--- src/rtl/srfifo_pkg.sv ---
// srfifo_pkg: shared defaults, counter-width helper and parameter legality
// check for the parametrised shift-register FIFO (srfifo_gen).
package srfifo_pkg;

    localparam int unsigned DEF_WIDTH    = 4;
    localparam int unsigned DEF_DEPTH    = 16;
    localparam int unsigned DEF_AE_LEVEL = 2;

    // Occupancy counter width: must hold 0..depth inclusive.
    function automatic int unsigned cw_of(input int unsigned depth);
        return $clog2(depth + 1);
    endfunction

    // True when the configuration is buildable.
    function automatic bit params_legal(input int unsigned width,
                                        input int unsigned depth,
                                        input int unsigned af_level,
                                        input int unsigned ae_level);
        return (width >= 1) && (depth >= 2) &&
               (af_level >= 1) && (af_level <= depth) &&
               (ae_level <= depth - 1);
    endfunction

endpackage

--- src/rtl/srfifo_gen_if.sv ---
// srfifo_gen_if: FIFO data/handshake/status bundle.
//   master: drives dataIn, push, pop; observes data and status.
//   slave : the FIFO side.
interface srfifo_gen_if
    import srfifo_pkg::*;
#(
    parameter int unsigned WIDTH = DEF_WIDTH,
    parameter int unsigned DEPTH = DEF_DEPTH
);
    localparam int unsigned CW = cw_of(DEPTH);

    logic [WIDTH-1:0] dataIn;
    logic             push;
    logic             pop;
    logic [WIDTH-1:0] dataOut;
    logic [CW-1:0]    count;
    logic             full;
    logic             empty;
    logic             almostFull;
    logic             almostEmpty;
    logic             overflow;
    logic             underflow;

    modport master (
        output dataIn, push, pop,
        input  dataOut, count, full, empty, almostFull, almostEmpty,
               overflow, underflow
    );

    modport slave (
        input  dataIn, push, pop,
        output dataOut, count, full, empty, almostFull, almostEmpty,
               overflow, underflow
    );

endinterface

--- src/rtl/srfifo_occ.sv ---
// srfifo_occ: occupancy counter, accept logic, flag decode and the optional
// sticky error registers (present only when SRFIFO_ERR_EN is defined).
// Ports:
//   clock, rst      : clock, synchronous active-high reset
//   push_i, pop_i   : raw requests
//   push_acc_o      : push accepted this cycle (drives the shift array)
//   count_o         : occupancy 0..DEPTH
//   full_o, empty_o, almost_full_o, almost_empty_o : decodes of count
//   overflow_o, underflow_o : sticky rejected-push / rejected-pop flags
module srfifo_occ
    import srfifo_pkg::*;
#(
    parameter int unsigned DEPTH    = DEF_DEPTH,
    parameter int unsigned AF_LEVEL = DEPTH - 2,
    parameter int unsigned AE_LEVEL = DEF_AE_LEVEL,
    localparam int unsigned CW      = cw_of(DEPTH)
) (
    input  logic          clock,
    input  logic          rst,
    input  logic          push_i,
    input  logic          pop_i,
    output logic          push_acc_o,
    output logic [CW-1:0] count_o,
    output logic          full_o,
    output logic          empty_o,
    output logic          almost_full_o,
    output logic          almost_empty_o,
    output logic          overflow_o,
    output logic          underflow_o
);

    logic [CW-1:0] count_q, count_d;
    logic          pop_acc;
    logic          push_acc;

    // Flags decode registered count only.
    assign full_o         = (count_q == CW'(DEPTH));
    assign empty_o        = (count_q == '0);
    assign almost_full_o  = (count_q >= CW'(AF_LEVEL));
    assign almost_empty_o = (count_q <= CW'(AE_LEVEL));
    assign count_o        = count_q;

    // A pop frees a slot, so push while full is accepted if the pop is.
    assign pop_acc    = pop_i & ~empty_o;
    assign push_acc   = push_i & (~full_o | pop_acc);
    assign push_acc_o = push_acc;

    // Next occupancy.
    always_comb begin
        count_d = count_q;
        if (push_acc && !pop_acc) begin
            count_d = count_q + CW'(1);
        end else if (pop_acc && !push_acc) begin
            count_d = count_q - CW'(1);
        end
    end

    always_ff @(posedge clock) begin
        if (rst) begin
            count_q <= '0;
        end else begin
            count_q <= count_d;
        end
    end

`ifdef SRFIFO_ERR_EN
    logic overflow_q, overflow_d;
    logic underflow_q, underflow_d;

    // Sticky until reset.
    always_comb begin
        overflow_d  = overflow_q | (push_i & ~push_acc);
        underflow_d = underflow_q | (pop_i & ~pop_acc);
    end

    always_ff @(posedge clock) begin
        if (rst) begin
            overflow_q  <= 1'b0;
            underflow_q <= 1'b0;
        end else begin
            overflow_q  <= overflow_d;
            underflow_q <= underflow_d;
        end
    end

    assign overflow_o  = overflow_q;
    assign underflow_o = underflow_q;
`else
    assign overflow_o  = 1'b0;
    assign underflow_o = 1'b0;
`endif

endmodule

--- src/rtl/srfifo_gen.sv ---
// srfifo_gen: parametrised shift-register FIFO. New entries enter at mem[0];
// the head (oldest) is mem[count-1]. dataOut is forced to zero when empty so
// stale storage (never cleared by reset) is never visible.
// Ports:
//   clock : clock, rising edge
//   rst   : synchronous active-high reset (clears occupancy and error flags)
//   bus   : srfifo_gen_if slave (dataIn/push/pop in; dataOut/count/flags out)
// Optional feature: define SRFIFO_ERR_EN to build the sticky overflow and
// underflow registers; otherwise those outputs are tied to 0.
module srfifo_gen
    import srfifo_pkg::*;
#(
    parameter int unsigned WIDTH    = DEF_WIDTH,
    parameter int unsigned DEPTH    = DEF_DEPTH,
    parameter int unsigned AF_LEVEL = DEPTH - 2,
    parameter int unsigned AE_LEVEL = DEF_AE_LEVEL
) (
    input  logic        clock,
    input  logic        rst,
    srfifo_gen_if.slave bus
);

    localparam int unsigned CW = cw_of(DEPTH);
    localparam int unsigned IW = $clog2(DEPTH);

    if (!params_legal(WIDTH, DEPTH, AF_LEVEL, AE_LEVEL)) begin : g_bad_params
        $error("srfifo_gen: illegal WIDTH/DEPTH/AF_LEVEL/AE_LEVEL");
    end

    logic [WIDTH-1:0] mem_q [DEPTH];
    logic             push_acc;
    logic [CW-1:0]    count;
    logic             empty;
    logic [IW-1:0]    head_idx;

    srfifo_occ #(
        .DEPTH    (DEPTH),
        .AF_LEVEL (AF_LEVEL),
        .AE_LEVEL (AE_LEVEL)
    ) u_occ (
        .clock          (clock),
        .rst            (rst),
        .push_i         (bus.push),
        .pop_i          (bus.pop),
        .push_acc_o     (push_acc),
        .count_o        (count),
        .full_o         (bus.full),
        .empty_o        (empty),
        .almost_full_o  (bus.almostFull),
        .almost_empty_o (bus.almostEmpty),
        .overflow_o     (bus.overflow),
        .underflow_o    (bus.underflow)
    );

    // Shift array; no reset since occupancy alone defines valid contents.
    always_ff @(posedge clock) begin
        if (push_acc) begin
            for (int unsigned i = 1; i < DEPTH; i++) begin
                mem_q[i] <= mem_q[i-1];
            end
            mem_q[0] <= bus.dataIn;
        end
    end

    // Head mux; index is meaningless when empty, hence the mask.
    assign head_idx    = IW'(count - CW'(1));
    assign bus.dataOut = empty ? '0 : mem_q[head_idx];
    assign bus.count   = count;
    assign bus.empty   = empty;

endmodule

--- src/flat_wrapper.sv ---
// flat-port wrapper written by rule: the top's interface ports become plain ports
module srfifo_gen_flat import srfifo_pkg::*;
#(
    parameter int unsigned WIDTH    = DEF_WIDTH,
    parameter int unsigned DEPTH    = DEF_DEPTH,
    parameter int unsigned AF_LEVEL = DEPTH - 2,
    parameter int unsigned AE_LEVEL = DEF_AE_LEVEL
)
  (clock, rst, bus_dataIn, bus_push, bus_pop, bus_dataOut, bus_count, bus_full, bus_empty, bus_almostFull, bus_almostEmpty, bus_overflow, bus_underflow);
  srfifo_gen_if #(.WIDTH(WIDTH), .DEPTH(DEPTH)) bus_i ();
  input  logic clock;
  input  logic rst;
  input wire logic [$bits(bus_i.dataIn)-1:0] bus_dataIn;
  input wire logic [$bits(bus_i.push)-1:0] bus_push;
  input wire logic [$bits(bus_i.pop)-1:0] bus_pop;
  output wire logic [$bits(bus_i.dataOut)-1:0] bus_dataOut;
  output wire logic [$bits(bus_i.count)-1:0] bus_count;
  output wire logic [$bits(bus_i.full)-1:0] bus_full;
  output wire logic [$bits(bus_i.empty)-1:0] bus_empty;
  output wire logic [$bits(bus_i.almostFull)-1:0] bus_almostFull;
  output wire logic [$bits(bus_i.almostEmpty)-1:0] bus_almostEmpty;
  output wire logic [$bits(bus_i.overflow)-1:0] bus_overflow;
  output wire logic [$bits(bus_i.underflow)-1:0] bus_underflow;
  assign bus_i.dataIn = bus_dataIn;
  assign bus_i.push = bus_push;
  assign bus_i.pop = bus_pop;
  assign bus_dataOut = bus_i.dataOut;
  assign bus_count = bus_i.count;
  assign bus_full = bus_i.full;
  assign bus_empty = bus_i.empty;
  assign bus_almostFull = bus_i.almostFull;
  assign bus_almostEmpty = bus_i.almostEmpty;
  assign bus_overflow = bus_i.overflow;
  assign bus_underflow = bus_i.underflow;
  srfifo_gen #(.WIDTH(WIDTH), .DEPTH(DEPTH), .AF_LEVEL(AF_LEVEL), .AE_LEVEL(AE_LEVEL)) u_core (.clock(clock), .rst(rst), .bus(bus_i));
endmodule
--- config.mk ---
export PLATFORM = sky130hd
export DESIGN_NAME = srfifo_gen_flat
export DESIGN_NICKNAME = d
export VERILOG_FILES = /design/src/rtl/srfifo_pkg.sv /design/src/rtl/srfifo_gen_if.sv /design/src/rtl/srfifo_occ.sv /design/src/rtl/srfifo_gen.sv /design/src/flat_wrapper.sv
export SDC_FILE = /design/constraint.sdc
export NUM_CORES = 1
export LEC_CHECK = 0
export CAP_MARGIN = 40
export CORE_AREA = 2 2 76 78
export DETAILED_ROUTE_END_ITERATION = 8
export DIE_AREA = 0 0 78 80
export GPL_ROUTABILITY_DRIVEN = 0
export PLACE_DENSITY = 0.84
export SLEW_MARGIN = 10
export SYNTH_ARGS = -nofsm -noshare
export SYNTH_HDL_FRONTEND = slang
export SYNTH_HIERARCHICAL = 1
export SYNTH_SLANG_ARGS = --single-unit
--- constraint.sdc ---
create_clock -name clock -period 8.8 [get_ports clock]
set_input_delay 1.32 -clock clock [delete_from_list [all_inputs] [get_ports clock]]
set_output_delay 1.32 -clock clock [all_outputs]
set_load 0.02 [all_outputs]
# Yosys cells after proc, flatten, opt, wreduce, memory -nomap -nowiden
# Memories as Yosys holds them, arrays and structs flattened.
# Index checks and enable logic that the tools add are counted.
[totals]
in_bits = 8
ff_bits = 5
out_inout_bits = 15
elab_cells = 23
mem_bits_rw = 64
mem_count = 1
[mem_list]
columns = ["name", "words", "width", "rd", "rd_clocked_by_memory_dff", "write_ports", "line_no", "source"]
rows = [
  ["u_core.mem_q", 16, 4, 16, 0, 16, "srfifo_gen.sv:30", "logic [WIDTH-1:0] mem_q [DEPTH];"],
]
[classes]
n_eq_ne = 1
n_reduce_logical = 6
bitwise_logic = 5
mux = 5
n_lt_le_gt_ge = 2
addsub = 2
[op_table]
columns = ["operator", "n"]
rows = [
  ["two-way mux 5 bit", 2],
  ["adder 5 x 1 -> 5 bit (second input constant)", 1],
  ["== test 5 bit (second input constant)", 1],
  ["greater-or-equal comparator 5 x 4 -> 1 bit (second input constant)", 1],
  ["<= comparator 5 x 2 -> 1 bit (second input constant)", 1],
  ["logical NOT 5 bit", 1],
  ["subtractor 5 x 1 -> 5 bit (second input constant)", 1],
  ["two-way mux 4 bit", 1],
  ["bitwise AND 1 bit", 2],
  ["logical AND 1 bit", 2],
  ["logical NOT 1 bit", 2],
  ["two-way mux 1 bit", 2],
  ["inverter 1 bit", 2],
  ["nonzero test 2 bit", 1],
  ["OR 1 bit", 1],
]

# Logic depth before layout (Yosys ltp)
[depth]
depth_word = 9
depth_mapped = 11
depth_no_buf = 11

# Cells and area by module
# Netlist, hierarchy kept.
[by_module_without_submodules]
columns = ["module", "seq_area_each_um2", "n_inst", "cells_each", "area_per_inst_um2"]
rows = [
  ["srfifo_gen", 1921.8, 1, 118, 2548.7],
  ["srfifo_occ", 100.1, 1, 52, 406.6],
]

# Worst setup path before layout
# OpenSTA, ideal clock, no wires.
[synth_path]
path_kind = "input-to-reg"
start = "in bus_push"
end = "reg u_core.u_occ.count_q[4] (netlist: u_core/u_occ/count_o[4])"
slack_ns = 0.701
setup_time_ns = 0.121
required_time_ns = 8.679
path_stages = 8
t_arrival_ns = 7.978
n_path_buf = 0
path_cell_list = "a21boi_0 -> ha_1 -> inv_1 -> ha_1 -> nand2b_1 -> a21oi_1 -> mux2i_1 -> mux2_2"
[synth_via]
elab_chain_len = 4
elab_cells_between_ends = 6
cone_classes = "1 x mux; 1 x bitwise; 4 x reduce/logical"
[synth_rtl]
columns = ["item", "line_no", "source"]
rows = [
  ["from (decl)", "flat_wrapper.sv:14", "input wire logic [$bits(bus_i.push)-1:0] bus_push;"],
  ["bitwise AND 1 bit (*)", "srfifo_occ.sv:45", "assign push_acc = push_i & (~full_o | pop_acc);"],
  ["logical NOT 1 bit", "srfifo_occ.sv:53", "end else if (pop_acc && !push_acc) begin"],
  ["logical AND 1 bit", "srfifo_occ.sv:53", ""],
  ["nonzero test 2 bit (no line)", "n/a", ""],
  ["to (signal assigned)", "srfifo_occ.sv:62", "count_q <= count_d;"],
  ["to (decl)", "srfifo_occ.sv:32", "logic [CW-1:0] count_q, count_d;"],
]
# Every way passes the cells marked *; elsewhere a longest branch is shown, timed or not.
# A chain may end at the register's enable or synchronous reset.

# Worst setup path in the final report
[layout_path]
start = "reg u_core.u_occ.count_q[1] (netlist: u_core/u_occ/count_o[1])"
end = "out bus_dataOut[1]"
[layout_via]
elab_chain_len = 3
elab_cells_between_ends = 4
cone_classes = "1 x add/sub; 1 x mux; 1 x reduce/logical; 1 x memory"
[layout_rtl]
columns = ["item", "line_no", "source"]
rows = [
  ["subtractor 5 x 1 -> 5 bit", "srfifo_gen.sv:66", "assign head_idx = IW'(count - CW'(1));"],
  ["memory read (16 x 4 bit)", "n/a", ""],
  ["two-way mux 4 bit (*)", "srfifo_gen.sv:67", "assign bus.dataOut = empty ? '0 : mem_q[head_idx];"],
  ["to (decl)", "flat_wrapper.sv:16", "output wire logic [$bits(bus_i.dataOut)-1:0] bus_dataOut;"],
]
# Marked as above.

==> metrics.csv <==
metric,value,unit
grt_overflow,0,
path_depth,6,
post-route-util,62.89,%
p_sw,0.3763,mW
clockBufferDepth,2,
maxCapViolations,0,
nFillCells,399,
detail_route.wl_per_cell,17.95,um
max_freq,0.2261,GHz
multiInputGateArea,873.3,sq um
rr_endpoint,u_core/u_occ/count_o[4],
hp-class,flop to flop,
critPathRequiredTime,7.48,ns
grt_max_degree,66,
skew,0.01356,ns
vias,1561,
yosys_warnings,6,
start_util,54.68,%
synth_xor_area_share,0.5927,%
crit_buf_inv,2,
holdBufCountCts,0,
reg2reg_depth,13,
final.min_clock_period,4.423,ns
cts_tree,yes,
yosysMostFrequentCell,edfxtp_1,
tns,0,ns
synth_top_area_share,65.03,%
rsz0062_at_grt,false,
first_global_vias,1545,
vdd_drop_max,0.0001615,V
clock_latency,0.34,ns
numPortBuffers,20,
synth_top_family_by_area,multiplexers,
die_w,78,um
report.final.slew_viol_count,0,
crit_type,flop to output port,
root_buffer,clkbuf_8,
hold_viol_final,0,
r2r_start,u_core/u_occ/count_o[0],
internal-power,0.7560,mW
num_rows,27,
clk_pin_slew,0.07,ns
crit_fanout,16,
min_to,u_core/mem_q[7][3],
synth_area,0.002955,sq mm
cp-start-kind,flop,
die_h,80,um
p_comb_share,39.9,%
drc_errors,0,
drt_iter0_drc,119,
min-delay-start,u_core/mem_q[6][3],
synth_common_cells,"edfxtp_1 (64), nor2_1 (12), mux4_2 (11)",
pwr-share-seq,40.1,%
layout-drive-gt1-share,16.34,%
boundaryPins,23,
core-area,0.005405,sq mm
period_share,50.26,%
power_density,333.1,mW/mm^2
reg2reg_slack,5.30,ns
hold_depth,0,
synthAdderAreaFrac,2.794,%
synthMuxAreaShare,13.55,%
yosysSeqAreaShare,68.42,%
fin_ws,4.377,ns
clkPwrFrac,19.9,%
synthCells,170,
outcome,"finished, final reports clean",
synth-compound-area-share,6.139,%
via_per_inst,5.697,
synth_top_area_cell,edfxtp_1,
synth_ff_type,edfxtp_1,
cp_cell_sequence,inv_1 -> ha_1 -> mux4_2 -> o21ai_0 -> a41oi_1 -> clkdlybuf4s50_1,
p_leak,1.175,nW
dp_hpwl,3090,um
cp-end-kind,output port,
antenna_cells,0,
async_flop_share,0,%
area.growth.synth_to_final,15.03,%
drt_wl_total,4917,um
ff_latch_area,0.002022,sq mm
synthSimpleGateAreaFrac,5.843,%
preCtsSetupSlack,4.444,ns
setup_violations,0,
switching_share,33.23,%
synth_cell_types,36,
htree_levels,3,
max_stage_delay,0.79,ns
numClockSinks,69,
post-cts-setup-buffers,0,
fin_nets,211,
numCtsBuffers,9,
worstPathArrival,3.10,ns
post_cts_resized,0,
worst_slew_pin_slew,0.8167,ns
syn_avg_cell_area,17.38,sq um
slew_headroom,45.14,%
antenna_found_initial,0,
antenna_left,0,
die_area,0.006240,sq mm
grt_first_pass_wirelength,7803,um
crit_slowest_cell,ha_1,
synth_area_leaders,"edfxtp_1 (65%), mux4_2 (8.4%), mux4_1 (4.4%), dfxtp_1 (3.4%), ha_1 (2.1%)",
firstDrtPassIters,4,
track_usage,17.55,%
ys_seq_elements,69,
synth_edf_count,64,
path_delay_family,adder cells,
worst max-delay path by stage:
stage	endpoint	slack [ns]	start
2_1_floorplan	u_core/u_occ/count_o[4]	0.70	bus_push
3_3_place_gp	u_core/u_occ/count_o[4]	4.56	bus_pop
3_5_place_dp	u_core/u_occ/count_o[4]	4.44	bus_pop
4_1_cts	bus_dataOut[1]	4.34	u_core/u_occ/count_o[1]
5_1_grt	bus_dataOut[1]	4.17	u_core/u_occ/count_o[1]
6_report	bus_dataOut[1]	4.38	u_core/u_occ/count_o[1]
final cells by class:
cell class	instances	area share [%]
clock inverter	2	0.2944
multi-input combinational	88	25.69
sequential	69	59.48
timing repair buffer	22	6.331
tap	72	2.650
inverter	7	0.7729
clock buffer	14	4.785
cells by family after synthesis:
group,Yosys count
muxes,18
AOI/OAI and AO/OA,26
xor gates and xnor gates,2
other,1
DFF,69
adders and majority gates,6
buffers and inverters,14
and+or+nand+nor,34
cell usage in the layout, fill, tap and decap left out, types with 2 or more instances in the layout:
cell type        count
or3_1                2
a21oi_1              5
edfxtp_1            64
a41oi_1              3
mux4_2              11
clkdlybuf4s50_1     20
xor2_1               2
mux4_1               5
nand2_1              7
and3_1               2
o21ai_0              6
dfxtp_1              5
nor3_1               2
a32o_1               2
clkbuf_1             3
clkinv_2             2
nor2b_1              3
clkbuf_8            11
a21boi_2             2
inv_1                7
ha_1                 5
conb_1               2
o21ai_1              3
buf_4                2
nor2_1              12
nand2b_1             2
stage by stage:
stage / instances / instance area (sq um) / power (mW) / hold WS [ns]
5_1_grt: 274 / 3400 / 1.195 / 0.4523
3_5_place_dp: 258 / 3227 / 0.9155 / 0.4259
3_3_place_gp: 258 / 3227 / 0.9021 / 0.4208
2_1_floorplan: 171 / 2959 / 0.7703 / 0.4172
4_1_cts: 274 / 3400 / 1.142 / 0.4433
6_report: 274 / 3400 / 1.132 / 0.4446
registers in the layout, summed over array words and instances, names as in the netlist:
name / flops
u_core/mem_q: 64
u_core/u_occ/count_o: 5
power groups by stage:
| stage | sequential (mW) | clock (mW) | combinational, mW |
|---|---|---|---|
| finish | 0.454 | 0.226 | 0.452 |
| global route | 0.461 | 0.248 | 0.486 |
| CTS | 0.455 | 0.232 | 0.455 |
| detailed placement | 0.461 | 0 | 0.454 |
| global placement | 0.457 | 0 | 0.445 |
| floorplan | 0.465 | 0 | 0.305 |
worst reg2reg max path: cells and delay by family (launching register included):
| kind | cells | cell delay, ns |
|---|---|---|
| AOI/OAI and AO/OA | 2 | 0.33 |
| muxes | 2 | 0.57 |
| adders and majority gates | 2 | 0.68 |
| DFF | 1 | 0.33 |
| buffers and inverters | 4 | 1.24 |
| and+or+nand+nor | 3 | 0.24 |
routing by layer:
layer	part of all wire, %	track usage (%)
met5	0	0
met4	1.6	9.123
met3	3.6	5.882
met2	49	26.38
met1	46	22.92
(Power assumes the default switching activity.)
